$ cat src/rtl/ccff_chain_loader_if.sv
`default_nettype none
// ============================================================================
//  Module   : ccff_chain_loader_if
//  Purpose  : Bitstream word stream (valid/ready) between the SoC bitstream
//             source and the configuration chain loader.
//  Signals  : s_data  - bitstream word, WORD_W bits
//             s_valid - s_data holds a word
//             s_ready - loader takes s_data this cycle
//  Modports : master (bitstream source), slave (chain loader)
//  Revision : 1.0  initial release
// ============================================================================
interface ccff_chain_loader_if #(
    parameter int WORD_W = 32
);
    logic [WORD_W-1:0] s_data;
    logic              s_valid;
    logic              s_ready;

    modport master (output s_data, output s_valid, input s_ready);
    modport slave  (input s_data, input s_valid, output s_ready);
endinterface
`default_nettype wire

$ cat src/rtl/ccff_chain_loader.sv
`default_nettype none
// ============================================================================
//  Module   : ccff_chain_loader
//  Purpose  : Serialises bitstream words MSB first onto the configuration
//             chain head, generates the per-bit shift enable, keeps the
//             fabric isolated while loading and pulses done on completion.
//  Ports    : prog_clk, prog_reset_n (async, active low)
//             start, chain_len        - load request / total chain bits
//             s_if (slave)            - bitstream word stream
//             ccff_head, ccff_shift_en- registered serial data + advance
//             ccff_tail               - last chain stage (sentinel check)
//             isol_n, busy, done, err - status
//  Options  : CCFF_SENTINEL_CHECK_EN - prepend 8'hA5 and verify it emerges
//             on ccff_tail during the final 8 shifts (sets sticky err).
//  Revision : 1.0  initial release
// ============================================================================
module ccff_chain_loader #(
    parameter int WORD_W = 32,
    parameter int CNT_W  = 20
) (
    input  wire              prog_clk,
    input  wire              prog_reset_n,
    input  wire              start,
    input  wire  [CNT_W-1:0] chain_len,
    ccff_chain_loader_if.slave s_if,
    output logic             ccff_head,
    output logic             ccff_shift_en,
    input  wire              ccff_tail,
    output logic             isol_n,
    output logic             busy,
    output logic             done,
    output logic             err
);

`ifdef CCFF_SENTINEL_CHECK_EN
    // Sentinel adds 8 shifts, so the remaining counter needs one extra bit.
    localparam int          c_rem_w    = CNT_W + 1;
    localparam logic [7:0]  c_sentinel = 8'hA5;
`else
    localparam int          c_rem_w    = CNT_W;
`endif
    localparam int c_wcnt_w = $clog2(WORD_W + 1);

    typedef enum logic [1:0] {
        S_IDLE  = 2'd0,
        S_LOAD  = 2'd1,
        S_SHIFT = 2'd2,
        S_DONE  = 2'd3
    } state_t;

    state_t              r_state;
    logic [WORD_W-1:0]   r_sreg;
    logic [c_rem_w-1:0]  r_remaining;
    logic [c_wcnt_w-1:0] r_word_cnt;
    logic                r_head;
    logic                r_shift_en;
    logic                r_isol_n;
    logic                r_busy;
    logic                r_done;

`ifdef CCFF_SENTINEL_CHECK_EN
    logic       r_err;
    logic       r_chk_en;   // ccff_tail must equal r_chk_bit this cycle
    logic       r_chk_bit;
    logic [2:0] w_sent_idx;

    // remaining 8..1 maps to sentinel bit 7..0 (MSB emerges first)
    assign w_sent_idx = 3'(r_remaining[2:0] - 3'd1);
    assign err        = r_err;
`else
    logic w_unused_tail;
    assign w_unused_tail = ccff_tail;
    assign err           = 1'b0;
`endif

    assign s_if.s_ready  = (r_state == S_LOAD);
    assign ccff_head     = r_head;
    assign ccff_shift_en = r_shift_en;
    assign isol_n        = r_isol_n;
    assign busy          = r_busy;
    assign done          = r_done;

    always_ff @(posedge prog_clk or negedge prog_reset_n) begin
        if (!prog_reset_n) begin
            r_state     <= S_IDLE;
            r_sreg      <= '0;
            r_remaining <= '0;
            r_word_cnt  <= '0;
            r_head      <= 1'b0;
            r_shift_en  <= 1'b0;
            r_isol_n    <= 1'b0;
            r_busy      <= 1'b0;
            r_done      <= 1'b0;
`ifdef CCFF_SENTINEL_CHECK_EN
            r_err       <= 1'b0;
            r_chk_en    <= 1'b0;
            r_chk_bit   <= 1'b0;
`endif
        end else begin
            r_shift_en <= 1'b0;
            r_done     <= 1'b0;
`ifdef CCFF_SENTINEL_CHECK_EN
            // The chain moves one cycle after the SHIFT state issued the bit,
            // so the expected tail bit is carried one cycle in r_chk_bit.
            r_chk_en <= 1'b0;
            if (r_chk_en && (ccff_tail != r_chk_bit)) begin
                r_err <= 1'b1;
            end
`endif
            case (r_state)
                S_IDLE: begin
                    if (start) begin
                        r_busy      <= 1'b1;
                        r_isol_n    <= 1'b0;
                        r_remaining <= c_rem_w'(chain_len);
`ifdef CCFF_SENTINEL_CHECK_EN
                        r_err       <= 1'b0;
`endif
                        if (chain_len == '0) begin
                            r_state <= S_DONE;
                        end else begin
`ifdef CCFF_SENTINEL_CHECK_EN
                            // Sentinel is shifted as a short pseudo-word first.
                            r_remaining <= c_rem_w'(chain_len) + c_rem_w'(8);
                            r_sreg      <= {c_sentinel, {(WORD_W-8){1'b0}}};
                            r_word_cnt  <= c_wcnt_w'(8);
                            r_state     <= S_SHIFT;
`else
                            r_state     <= S_LOAD;
`endif
                        end
                    end
                end
                S_LOAD: begin
                    if (s_if.s_valid) begin
                        r_sreg     <= s_if.s_data;
                        r_word_cnt <= c_wcnt_w'(WORD_W);
                        r_state    <= S_SHIFT;
                    end
                end
                S_SHIFT: begin
                    r_head      <= r_sreg[WORD_W-1];
                    r_shift_en  <= 1'b1;
                    r_sreg      <= {r_sreg[WORD_W-2:0], 1'b0};
                    r_remaining <= r_remaining - c_rem_w'(1);
                    r_word_cnt  <= r_word_cnt - c_wcnt_w'(1);
`ifdef CCFF_SENTINEL_CHECK_EN
                    if (r_remaining <= c_rem_w'(8)) begin
                        r_chk_en  <= 1'b1;
                        r_chk_bit <= c_sentinel[w_sent_idx];
                    end
`endif
                    // Chain end wins over word end: leftover word bits are dropped.
                    if (r_remaining == c_rem_w'(1)) begin
                        r_state <= S_DONE;
                    end else if (r_word_cnt == c_wcnt_w'(1)) begin
                        r_state <= S_LOAD;
                    end
                end
                S_DONE: begin
                    r_done   <= 1'b1;
                    r_busy   <= 1'b0;
                    r_isol_n <= 1'b1;
                    r_state  <= S_IDLE;
                end
                default: r_state <= S_IDLE;
            endcase
        end
    end

endmodule
`default_nettype wire

$ cat src/flat_wrapper.sv
// flat-port wrapper written by rule: the top's interface ports become plain ports
module ccff_chain_loader_flat 
#(
    parameter int WORD_W = 32,
    parameter int CNT_W  = 20
)
  (prog_clk, prog_reset_n, start, chain_len, ccff_head, ccff_shift_en, ccff_tail, isol_n, busy, done, err, s_if_s_data, s_if_s_valid, s_if_s_ready);
  ccff_chain_loader_if #(.WORD_W(WORD_W)) s_if_i ();
  input  wire prog_clk;
  input  wire prog_reset_n;
  input  wire start;
  input  wire  [CNT_W-1:0] chain_len;
  output logic ccff_head;
  output logic ccff_shift_en;
  input  wire ccff_tail;
  output logic isol_n;
  output logic busy;
  output logic done;
  output logic err;
  input wire logic [$bits(s_if_i.s_data)-1:0] s_if_s_data;
  input wire logic [$bits(s_if_i.s_valid)-1:0] s_if_s_valid;
  output wire logic [$bits(s_if_i.s_ready)-1:0] s_if_s_ready;
  assign s_if_i.s_data = s_if_s_data;
  assign s_if_i.s_valid = s_if_s_valid;
  assign s_if_s_ready = s_if_i.s_ready;
  ccff_chain_loader #(.WORD_W(WORD_W), .CNT_W(CNT_W)) u_core (.prog_clk(prog_clk), .prog_reset_n(prog_reset_n), .start(start), .chain_len(chain_len), .s_if(s_if_i), .ccff_head(ccff_head), .ccff_shift_en(ccff_shift_en), .ccff_tail(ccff_tail), .isol_n(isol_n), .busy(busy), .done(done), .err(err));
endmodule
$ cat config.mk
export PLATFORM = sky130hd
export DESIGN_NAME = ccff_chain_loader_flat
export DESIGN_NICKNAME = d
export VERILOG_FILES = /design/src/rtl/ccff_chain_loader_if.sv /design/src/rtl/ccff_chain_loader.sv /design/src/flat_wrapper.sv
export SDC_FILE = /design/constraint.sdc
export NUM_CORES = 1
export LEC_CHECK = 0
export BUFFER_PORTS_ARGS = -buffer_cell sky130_fd_sc_hd__buf_2
export CORE_UTILIZATION = 55
export DETAILED_ROUTE_END_ITERATION = 6
export GPL_ROUTABILITY_DRIVEN = 0
export PLACE_DENSITY_LB_ADDON = 0.2
export RECOVER_POWER = 50
export SYNTH_ARGS = -nofsm -noshare
export SYNTH_HDL_FRONTEND = slang
export SYNTH_SLANG_ARGS = --single-unit
$ cat constraint.sdc
create_clock -name prog_clk -period 2.2 [get_ports prog_clk]
set_input_delay 0.66 -clock prog_clk [delete_from_list [all_inputs] [get_ports prog_clk]]
set_output_delay 0.66 -clock prog_clk [all_outputs]
set_load 0.01 [all_outputs]
==> reports/qor.csv <==
metric;value;unit
first-pass GRT wire length;13740;um
flops & latches, synth;65;
DRT met1 WL;3599;um
WHS Endpoint;u_core.ccff_head;
worst hold slack;0.4758;ns
share of the synthesized area in the top cell type;48.60;%
clk buf depth;2;
Ant. Diodes;0;
worst r2r src;u_core.r_remaining[6];
final hold viol count;0;
HP Start;u_core.ccff_head;
crit path kind;register to register;
post-layout min period;2.054;ns
Reg clk slew, reported paths;0.07;ns
Post-Synth Adder-Cell Area;1.495;%
WL final;8133;um
Post-synth ARST share;100.0;%
clk_lat worst skew;0.34;ns
Initial Utilization;56.87;%
cell area after placement;3807;um2
data required time of the worst path;2.47;ns
Synth Area in Simple Gates;25.83;%
fin crit share;93.37;%
# H-tree levels;3;
Overflow after GRT;0;
failing checks;capacitance limit, slew limit;
total negative setup slack;0;ns
Setup Viol. Count Final;0;
multiplexer share of the synthesized area;0;%
main combinational cell family by area after synthesis;simple AND/OR/NAND/NOR gates;
Area contributors post-synth;dfrtp_1, nand2_1, a31oi_1;
Critical Path AT;2.33;ns
Place WS;0.1036;ns
Post-CTS Hold Buffers;0;
Fin Clk Skew;0.005511;ns
row count;28;
Post-Syn Area;3347;um2
synth-to-layout area growth;19.48;%
Synth warnings;0;
Synth Area in XOR/XNOR;1.570;%
final instance area;3999;um2
Syn Nets;456;
Core Box Area;5886;um2
Synth Flop Type;dfrtp_1;
Syn Inst Count;395;
DR WL/cell;15.03;um
Worst Hold Class;register to register;
CTS root buffer;clkbuf_8;
post-CTS setup buffer count;0;
Max-Cap Viols;1;
compound-gate portion of the synthesized area;18.02;%
final net count;522;
Ports;64;
sequential fraction of the synthesis area;48.60;%
Detail Route Antenna Nets;0;
setup ws final;0.1458;ns
Critical Path Start Type;register;
number of global-route vias before repair;2940;
largest net degree at the start of global routing;66;
met2 wire length;3891;um
TritonRoute pass-1 iters;5;
Post-synth EDFFs;0;
cts bufs inserted;9;
RSZ-0062 raised after global routing;false;
detailed-route DRC error count;0;
fraction of layout cells with a size suffix above 1;21.24;%
syn_area_per_cell;8.473;um2
setup slack, reg-to-reg;0.15;ns
pwr dens;1361;nW/um2
die area;6402;um2
Final HPWL DP;5576;um
CP endpoint kind;register;
Die Wd;80.01;um
Global Route Usage Sum;28.04;%
Worst-Margin Slew;1.587;ns
Finished Layout Cells;541;
R2R Path End;u_core.r_remaining[18];
# port buffers;61;
total number of vias;3182;
# resized after CTS;0;
CTS tree;yes;
Clock Sinks;65;
die height;80.01;um
Placed Cells;525;
fmax;0.4868;GHz
fillers;480;
Yosys top cell by area;dfrtp_1;
worst r2r path cells;5;
relative slew slack;-5.801;%
highest metal used;met4;
metal3 WL;506;um
critical-path maximum fanout;8;
routed vias/inst;5.882;
Initial DRC Count;276;
Pins Over Slew Limit;66;
antenna violations before repair;0;
maximum vdd drop;0.0007470;V
run status;finished with violations;
hold path depth;2;
leakage power figure;1.802;nW
Synth cell types;50;
[final cells by class]
class | instances | area [um2] | area share (%)
clock buffer | 11 | 131.4 | 3.285
sequential | 65 | 1627 | 40.68
clock inverter | 5 | 78.83 | 1.971
tap | 75 | 93.84 | 2.347
inverter | 10 | 37.54 | 0.9387
timing repair buffer | 80 | 454.2 | 11.36
multi-input combinational | 295 | 1577 | 39.42
[where the power goes]
group / leakage [nW] / internal, W / switching, W
registers: 0.760 / 0.00179 / 0.000497
clock network: 0.108 / 0.000639 / 0.000470
logic: 0.935 / 0.000873 / 0.00118
[metrics by stage]
step	total power [W]	utilization, %
after floorplan	0.003646	-
after global placement	0.004226	64.69
after detailed placement	0.004329	64.69
after CTS	0.005450	68.26
after global routing	0.005862	67.94
final	0.005444	67.94
[critical path, cell delays in order (launching register included)]
cell,delay (ns)
dfrtp_1,0.48
nor4_2,0.44
nand4_1,0.28
or3_1,0.39
or3_1,0.33
nand3_1,0.08
[how the worst max path moves through the flow]
stage                      startpoint                      to  slack, ns  cells past startpoint
2_1_floorplan            chain_len[1]       u_core.r_state[1]       0.32                      3
3_3_place_gp             chain_len[1]       u_core.r_state[1]        0.1                      4
3_5_place_dp             chain_len[1]       u_core.r_state[1]       0.10                      4
4_1_cts        u_core.r_remaining[13]  u_core.r_remaining[18]       0.18                      5
5_1_grt        u_core.r_remaining[13]  u_core.r_remaining[18]       0.05                      5
6_report        u_core.r_remaining[6]  u_core.r_remaining[18]       0.15                      5
[sequential cells by signal, summed over array words and instances, names as in the netlist]
signal and cells:
u_core.r_word_cnt 6, u_core.ccff_shift_en 1, u_core.ccff_head 1, u_core.r_remaining 20, u_core.r_sreg 32, u_core.isol_n 1
u_core.r_state 2, u_core.busy 1, u_core.done 1
[cells in the mapped netlist (8+ instances only)]
| master | n |
|---|---|
| a21oi_1 | 11 |
| a31oi_1 | 39 |
| buf_1 | 8 |
| clkbuf_1 | 12 |
| dfrtp_1 | 65 |
| inv_1 | 9 |
| nand2_1 | 83 |
| nand3_1 | 8 |
| nor2_1 | 52 |
| nor3_1 | 15 |
| o21ai_0 | 16 |
[metal layers]
| layer | vias to the layer above | GRT usage, % |
|---|---|---|
| met5 | - | 0 |
| met4 | 0 | 11.96 |
| met3 | 12 | 4.457 |
| met2 | 115 | 43.33 |
| met1 | 1519 | 39.05 |
| li1 | 1536 | - |
[cells in the final DEF, fill, tap and decap left out, drive strengths merged, types with 2 or more instances in the layout]
cell type / netlist / final
dfrtp: 65 / 65
o22ai: 2 / 2
nor3: 15 / 15
a211oi: 3 / 3
nor4: 8 / 8
xnor2: 4 / 4
and3: 3 / 3
nand2: 83 / 83
clkbuf: 13 / 13
or3: 7 / 7
nor2: 52 / 52
a32oi: 2 / 2
ha: 4 / 4
a311oi: 3 / 3
a31oi: 39 / 39
buf: 12 / 78
inv: 9 / 10
o21ai: 16 / 16
xor2: 2 / 2
or4: 3 / 3
a21oi: 12 / 12
nand3: 8 / 8
o22a: 5 / 5
nand4: 2 / 2
nor3b: 6 / 6
bufinv: 0 / 2
clkinv: 1 / 3
[kinds of logic after synthesis]
family | count (synthesis)
AO/OA/AOI/OAI | 93
XOR/XNOR | 6
adder cells (fa/ha/maj) | 4
buffers and inverters | 35
flip-flops | 65
other | 1
AND/OR/NAND/NOR | 191
Power figures use the tool's default switching activity.
